==> src/rtl/pipe_mux_pkg.sv <==
// Shared sizing helpers and the stage control record for the pipelined N:1 mux.
package pipe_mux_pkg;

    // Flags that travel with every beat; data and sel widths differ per stage.
    typedef struct packed {
        logic valid;
        logic err;
    } stg_ctl_t;

    function automatic int unsigned clog2(input int unsigned v);
        int unsigned r = 0;
        for (int unsigned i = 0; i < 32; i++) begin
            if ((64'd1 << i) < 64'(v)) r = i + 1;
        end
        return r;
    endfunction

    function automatic int unsigned calc_d(input int unsigned n);
        return (clog2(n) < 1) ? 1 : clog2(n);
    endfunction

    function automatic int unsigned calc_sw(input int unsigned n);
        return calc_d(n);
    endfunction

    function automatic int unsigned calc_l(input int unsigned n, input int unsigned lps);
        return (calc_d(n) + lps - 1) / lps;
    endfunction

    // Select bits still unresolved when a beat enters stage s.
    function automatic int unsigned stg_sel_in(input int unsigned n, input int unsigned lps,
                                               input int unsigned s);
        return calc_d(n) - s * lps;
    endfunction

    function automatic int unsigned stg_lvls(input int unsigned n, input int unsigned lps,
                                             input int unsigned s);
        int unsigned rem;
        rem = stg_sel_in(n, lps, s);
        return (rem < lps) ? rem : lps;
    endfunction

endpackage

==> src/rtl/pipe_mux_stg.sv <==
// One pipeline stage: LVLS combinational 2:1 levels feeding an enable-gated register.
module pipe_mux_stg
    import pipe_mux_pkg::*;
#(
    parameter int unsigned W    = 8,
    parameter int unsigned SI   = 2,
    parameter int unsigned LVLS = 2,
    localparam int unsigned IN_CH  = 1 << SI,
    localparam int unsigned SO     = SI - LVLS,
    localparam int unsigned SOW    = (SO > 0) ? SO : 1,
    localparam int unsigned OUT_CH = 1 << SO
)(
    input  logic                  clk,
    input  logic                  rst_n,
    input  logic                  en,
    input  logic                  in_valid,
    input  logic                  in_err,
    input  logic [IN_CH*W-1:0]    in_data,
    input  logic [SI-1:0]         in_sel,
    output logic                  out_valid,
    output logic                  out_err,
    output logic [OUT_CH*W-1:0]   out_data,
    output logic [SOW-1:0]        out_sel
);

    typedef struct packed {
        stg_ctl_t              ctl;
        logic [OUT_CH*W-1:0]   data;
        logic [SOW-1:0]        sel;
    } stg_t;

    logic [IN_CH*W-1:0] tree [LVLS+1];
    stg_t               d;
    stg_t               q;

    always_comb begin
        for (int unsigned j = 0; j <= LVLS; j++) tree[j] = '0;
        tree[0] = in_data;
        for (int unsigned j = 0; j < LVLS; j++) begin
            for (int unsigned c = 0; c < (IN_CH >> (j + 1)); c++) begin
                tree[j+1][c*W +: W] = in_sel[j] ? tree[j][(2*c+1)*W +: W] : tree[j][2*c*W +: W];
            end
        end
        d.ctl.valid = in_valid;
        d.ctl.err   = in_err;
        d.data      = tree[LVLS][OUT_CH*W-1:0];
        // Consumed bits are shifted out; the last stage keeps a dummy zero bit.
        d.sel       = SOW'(in_sel >> LVLS);
    end

    always_ff @(posedge clk) begin
        if (!rst_n) begin
            q <= '0;
        end else if (en) begin
            q <= d;
        end
    end

    assign out_valid = q.ctl.valid;
    assign out_err   = q.ctl.err;
    assign out_data  = q.data;
    assign out_sel   = q.sel;

endmodule

==> src/rtl/pipe_mux_n.sv <==
// Pipelined N:1 mux with valid/ready flow control and out-of-range select flagging.
// Optional saturating stall counter port enabled by PIPE_MUX_STALL_CNT_EN.
module pipe_mux_n
    import pipe_mux_pkg::*;
#(
    parameter int unsigned N           = 16,
    parameter int unsigned W           = 8,
    parameter int unsigned LVL_PER_STG = 2,
    localparam int unsigned SW         = calc_sw(N)
)(
    input  logic            clk,
    input  logic            rst_n,
    input  logic            in_valid,
    output logic            in_ready,
    input  logic [N*W-1:0]  data_in,
    input  logic [SW-1:0]   sel,
    output logic            out_valid,
    input  logic            out_ready,
    output logic [W-1:0]    data_out,
    output logic            sel_err
`ifdef PIPE_MUX_STALL_CNT_EN
    ,
    output logic [15:0]     stall_cnt
`endif
);

    localparam int unsigned D  = calc_d(N);
    localparam int unsigned L  = calc_l(N, LVL_PER_STG);
    localparam int unsigned NP = 1 << D;

    logic            stall;
    logic            en;
    logic            sel_oor;
    logic [NP*W-1:0] data_pad;

    assign stall    = out_valid && !out_ready;
    assign en       = !stall;
    assign in_ready = en;

    // Padded channels are zero, so an out-of-range select already yields zero data.
    assign data_pad = (NP*W)'(data_in);
    assign sel_oor  = ({1'b0, sel} >= (SW+1)'(N));

    for (genvar s = 0; s < L; s++) begin : g_stg
        localparam int unsigned SI  = stg_sel_in(N, LVL_PER_STG, s);
        localparam int unsigned LV  = stg_lvls(N, LVL_PER_STG, s);
        localparam int unsigned SO  = SI - LV;
        localparam int unsigned SOW = (SO > 0) ? SO : 1;

        logic                    vi;
        logic                    ei;
        logic [(1 << SI)*W-1:0]  di;
        logic [SI-1:0]           si;
        logic                    v;
        logic                    e;
        logic [(1 << SO)*W-1:0]  dat;
        logic [SOW-1:0]          sl;

        if (s == 0) begin : g_head
            assign vi = in_valid;
            assign ei = sel_oor;
            assign di = data_pad;
            assign si = sel;
        end else begin : g_link
            assign vi = g_stg[s-1].v;
            assign ei = g_stg[s-1].e;
            assign di = g_stg[s-1].dat;
            assign si = g_stg[s-1].sl;
        end

        pipe_mux_stg #(
            .W    (W),
            .SI   (SI),
            .LVLS (LV)
        ) u_stg (
            .clk       (clk),
            .rst_n     (rst_n),
            .en        (en),
            .in_valid  (vi),
            .in_err    (ei),
            .in_data   (di),
            .in_sel    (si),
            .out_valid (v),
            .out_err   (e),
            .out_data  (dat),
            .out_sel   (sl)
        );
    end

    assign out_valid = g_stg[L-1].v;
    assign sel_err   = g_stg[L-1].e;
    assign data_out  = g_stg[L-1].dat;

`ifdef PIPE_MUX_STALL_CNT_EN
    always_ff @(posedge clk) begin
        if (!rst_n) begin
            stall_cnt <= '0;
        end else if (stall && (stall_cnt != '1)) begin
            stall_cnt <= stall_cnt + 16'd1;
        end
    end
`endif

endmodule
==> config.mk <==
export PLATFORM = sky130hd
export DESIGN_NAME = pipe_mux_n
export DESIGN_NICKNAME = d
export VERILOG_FILES = /design/src/rtl/pipe_mux_pkg.sv /design/src/rtl/pipe_mux_stg.sv /design/src/rtl/pipe_mux_n.sv
export SDC_FILE = /design/constraint.sdc
export NUM_CORES = 1
export LEC_CHECK = 0
export CAP_MARGIN = 40
export CORE_MARGIN = 10
export CORE_UTILIZATION = 40
export DETAILED_ROUTE_END_ITERATION = 8
export GPL_ROUTABILITY_DRIVEN = 0
export PLACE_DENSITY = 0.93
export REMOVE_ABC_BUFFERS = 1
export SETUP_SLACK_MARGIN = 0.2
export SYNTH_ARGS = -nofsm -noshare
export SYNTH_HDL_FRONTEND = slang
export SYNTH_SLANG_ARGS = --single-unit
==> constraint.sdc <==
create_clock -name clk -period 1.8 [get_ports clk]
set_clock_uncertainty 0.1 [all_clocks]
set_input_delay 0.45 -clock clk [delete_from_list [all_inputs] [get_ports clk]]
set_output_delay 0.45 -clock clk [all_outputs]
set_load 0.005 [all_outputs]
# --- Yosys cells after proc, flatten, opt, wreduce, memory -nomap -nowiden ---
# Cells that the tools add are included.
op_classes:
  n_mux: 15
  reduce_logical: 3
op_table:
  columns: ["operator", "n"]
  rows:
  - ["$mux W8", 15]
  - ["$logic_not A1 Y1", 2]
  - ["$logic_and A1 B1 Y1", 1]
totals:
  regBits: 44
  output_inout_bits: 11
  word_cells: 23

# --- Longest topological paths before layout ---
depth:
  word_depth: 3
  depth_mapped: 6

# --- Hierarchy ---
# From an unflattened synthesis, not the netlist that was laid out.
unflattened:
  cells_unflattened: 251
  area_unflattened_um2: 2747.6
by_module_without_submodules:
  columns: ["mod", "instances", "cells_per_inst", "area_each_um2"]
  rows:
  - ["pipe_mux_stg at g_stg[0].u_stg", 1, 195, 2143.3]
  - ["pipe_mux_stg at g_stg[1].u_stg", 1, 54, 594.3]
  - ["pipe_mux_n", 1, 2, 10.0]

# --- Least setup slack after synthesis ---
# OpenSTA, ideal clock, no wires.
synth_timing:
  kind: "in2reg"
  start: "input sel[1]"
  end: "register g_stg[0].u_stg.q, in the netlist g_stg[0].u_stg.out_data[0]"
  setup_time_ns: 0.128
  arrival_ns: 1.201
  setup_slack_ns: 0.371
  path_stages: 4
  n_path_buf: 2
  cell_sequence: "buf_4 -> buf_2 -> mux2i_1 -> o221ai_2"
synth_between:
  elab_chain_cells: 1
synth_lines:
  columns: ["item", "line_no", "source"]
  rows:
  - ["start, declared", "pipe_mux_n.sv:16", "input logic [SW-1:0] sel,"]
  - ["$mux W8", "pipe_mux_stg.sv:41", "tree[j+1][c*W +: W] = in_sel[j] ? tree[j][(2*c+1)*W +: W] : tree[j][2*c*W +: W];"]
  - ["end signal, assigned", "pipe_mux_stg.sv:53", "q <= '0;"]
  - ["end signal, assigned", "pipe_mux_stg.sv:55", "q <= d;"]
  - ["end, declared", "pipe_mux_stg.sv:34", "stg_t q;"]
# No other way between the ends.
# A chain may end at the register's enable or synchronous reset.

# --- Worst setup path after layout ---
layout_timing:
  start: "register g_stg[1].u_stg.q, in the netlist g_stg[1].u_stg.out_valid"
  end: "register g_stg[0].u_stg.q, in the netlist g_stg[0].u_stg.out_data[24]"
layout_between:
  elab_chain_cells: 1
layout_lines:
  columns: ["item", "line_no", "source"]
  rows:
  - ["start, declared", "pipe_mux_stg.sv:34", null]
  - ["start signal, assigned", "pipe_mux_stg.sv:53", null]
  - ["start signal, assigned", "pipe_mux_stg.sv:55", null]
  - ["$logic_and A1 B1 Y1", "pipe_mux_n.sv:36", "assign stall = out_valid && !out_ready;"]
# No other way between the ends.

==> flow_summary.ini <==
[power]
fin_total_pwr_mw = 2.66
p_leak_nw = 1.75
comb_power_share_pct = 27.9
netSwitchingPower_mw = 0.645
netSwitchingFraction_pct = 24.3
clkPwrFrac_pct = 30.7
seq_power_share_pct = 41.4
powerDensity_nw_per_um2 = 606
peakVddDrop_mv = 0.363
internal_power_mw = 2.02

[global_route]
antenna_found_initial = 0
grt_pass1_vias = 2795
grt_pass1_wl_mm = 13.6
grt_max_degree = 45
use_met1_pct = 17.1
gr-usage-met3_pct = 7.04
grt-ovfl-total = 0
grt_util_met2_pct = 28.5
grt_use_total_pct = 16.1
grt_busiest_layer = met2

[drt]
wl_per_cell_microns = 18.7
dr.first_iter.drc_count = 104
vias = 2558
routed_wl_mm = 8.72
avgViaCountPerCell = 5.48
drc = 0
first_pass_iters = 6
ant_nets = 0

[cts]
path_clk_slew_ns = 0.08
cts_buffers = 5
clock-sinks = 44
tritoncts = yes
clock_latency_ns = 0.29
cts-root-buf = clkbuf_8
h-tree-depth = 2
cts.path.max_buffers = 2
hold_buffers = 0

[timing]
slew_viol_final = 0
fmax_mhz = 662
period_share_pct = 83.9
setup_viol = 0
setup_ws_ns = 0.289
hold_violations = 0
rsz0062_at_grt = false
min_period_ns = 1.51

[floorplanning]
die_y_microns = 103
rows = 30
die_w_microns = 103
initial_core_util_pct = 40.7
core-area_sq_um = 6720
num_io_pins = 147
die-area_sq_um = 10500

[final_layout]
syn2layout_area_growth_pct = 60.4
fin_cells = 467
fill_cells = 579
multi_input_area_sq_um = 1670
regArea_sq_um = 882
layout.nets = 522
fin_util_pct = 65.3
num_antenna_cells = 0
drive_above_1_share_pct = 16.3

[placed_design]
dpl_worst_slack_ns = -0.318
place_inst = 458
dp_hpwl_mm = 7.14
numPortBuffers = 145

[logic_synthesis]
synthCells = 247
seq_area_frac_synth_pct = 32.2
synth_top_area_share_pct = 32.2
ys_ff_latch = 44
syn_area_sq_um = 2740
yosysWarnings = 0
synth_area_per_cell_sq_um = 11.1
synth.largest_area_cell = dfxtp_1
yosysUniqueCellTypes = 19
yosys-top-cells-area = dfxtp_1 32%, mux2i_1 29%, o221ai_2 17%

[setup_path]
critPathKind = reg2reg
end_kind = register
worstPathRequired_ns = 1.91
start_kind = register
cp_max_fo = 44
cp.arrival_ns = 1.62

[hold_path]
hold_class = reg2reg

[outcome]
status = complete, no violations

[job]
cap_violations = 0
-- power by group through the flow --
stage	Combinational [mW]	Clock, mW	Sequential (mW)
6_report	0.742	0.816	1.10
5_1_grt	0.799	0.881	1.11
4_1_cts	0.753	0.833	1.10
3_5_place_dp	0.763	0	1.12
3_3_place_gp	0.739	0	1.12
2_1_floorplan	0.276	0	1.12
-- synth_stat cells --
cell / n
dfxtp_1: 44
nand3b_4: 1
nand2_1: 6
nor2b_4: 1
o221ai_1: 9
buf_2: 10
a21boi_0: 3
buf_4: 8
conb_1: 1
inv_8: 1
nand3_4: 1
o221ai_2: 31
o21a_1: 1
mux2i_1: 80
nand3_1: 40
nand3b_2: 1
nand3_2: 1
clkbuf_1: 4
buf_6: 4
-- layout make-up --
type	count	share of cell area, %
tap	80	2.28
sequential	44	20.1
multi-input combinational	176	38.1
clock inverter	1	0.684
timing repair buffer	158	36.3
inverter	1	0.257
clock buffer	7	2.19
-- state kept, by name, summed over array words and instances, names as in the netlist --
register               count
g_stg.u_stg.out_data      40
g_stg.u_stg.out_sel        2
g_stg.u_stg.out_valid      2
-- cells in the final DEF (no fill, tap or decap), types with 2 or more instances in the layout --
cell,instances
clkdlybuf4s50_1,132
mux2i_1,80
dfxtp_1,43
nand3_1,40
o221ai_2,31
o221ai_1,9
dlygate4sd2_1,9
buf_4,8
clkbuf_8,7
nand2_1,6
buf_12,6
a21boi_0,3
clkbuf_2,2
-- cell families (layout without fill, tap and decap cells) --
group                  count (synthesis)  after routing  synth area share, %
other                                  1              1                0.137
buffers and inverters                 27            167                 6.63
muxes                                 80             80                 29.3
AOI/OAI and AO/OA                     44             44                 21.0
DFF                                   44             44                 32.2
and+or+nand+nor                       51             51                 10.8
-- worst max-delay path: stages (launching register included) --
cell      delay (ns)
dfxtp_2         0.33
nor2b_4         0.20
buf_4           0.13
buf_4           0.40
nand3_1         0.18
o221ai_2        0.09
-- timing repair --
action | 4_1_cts | 5_1_grt
endpoints found under the setup margin | 53 | 21
buffers inserted | 1 | 0
gates resized for setup | 11 | 5
-- per-stage QoR --
step | instance area (sq um) | TNS, ns | hold slack, ns
2_1_floorplan | 2570 | -4.63 | 0.341
3_3_place_gp | 4280 | -5.09 | 0.347
3_5_place_dp | 4280 | -7.27 | 0.361
4_1_cts | 4400 | 0 | 0.380
5_1_grt | 4390 | 0 | 0.406
6_report | 4390 | 0 | 0.380
-- final timing paths --
kind                            start                           to  slack, ns  cells past startpoint
min reg2reg  g_stg[0].u_stg.out_valid     g_stg[1].u_stg.out_valid       0.38                      1
max          g_stg[1].u_stg.out_valid  g_stg[0].u_stg.out_data[24]       0.29                      5
min          g_stg[0].u_stg.out_valid     g_stg[1].u_stg.out_valid       0.38                      1
max reg2reg  g_stg[1].u_stg.out_valid  g_stg[0].u_stg.out_data[24]       0.29                      5
-- routing by layer --
| metal | up-vias | share of wire, % |
|---|---|---|
| li1 | 1247 | - |
| met1 | 1200 | 38 |
| met2 | 101 | 51 |
| met3 | 10 | 9.5 |
| met4 | 0 | 1.2 |
| met5 | - | 0 |
No activity file was read; power rests on OpenSTA's default activity.
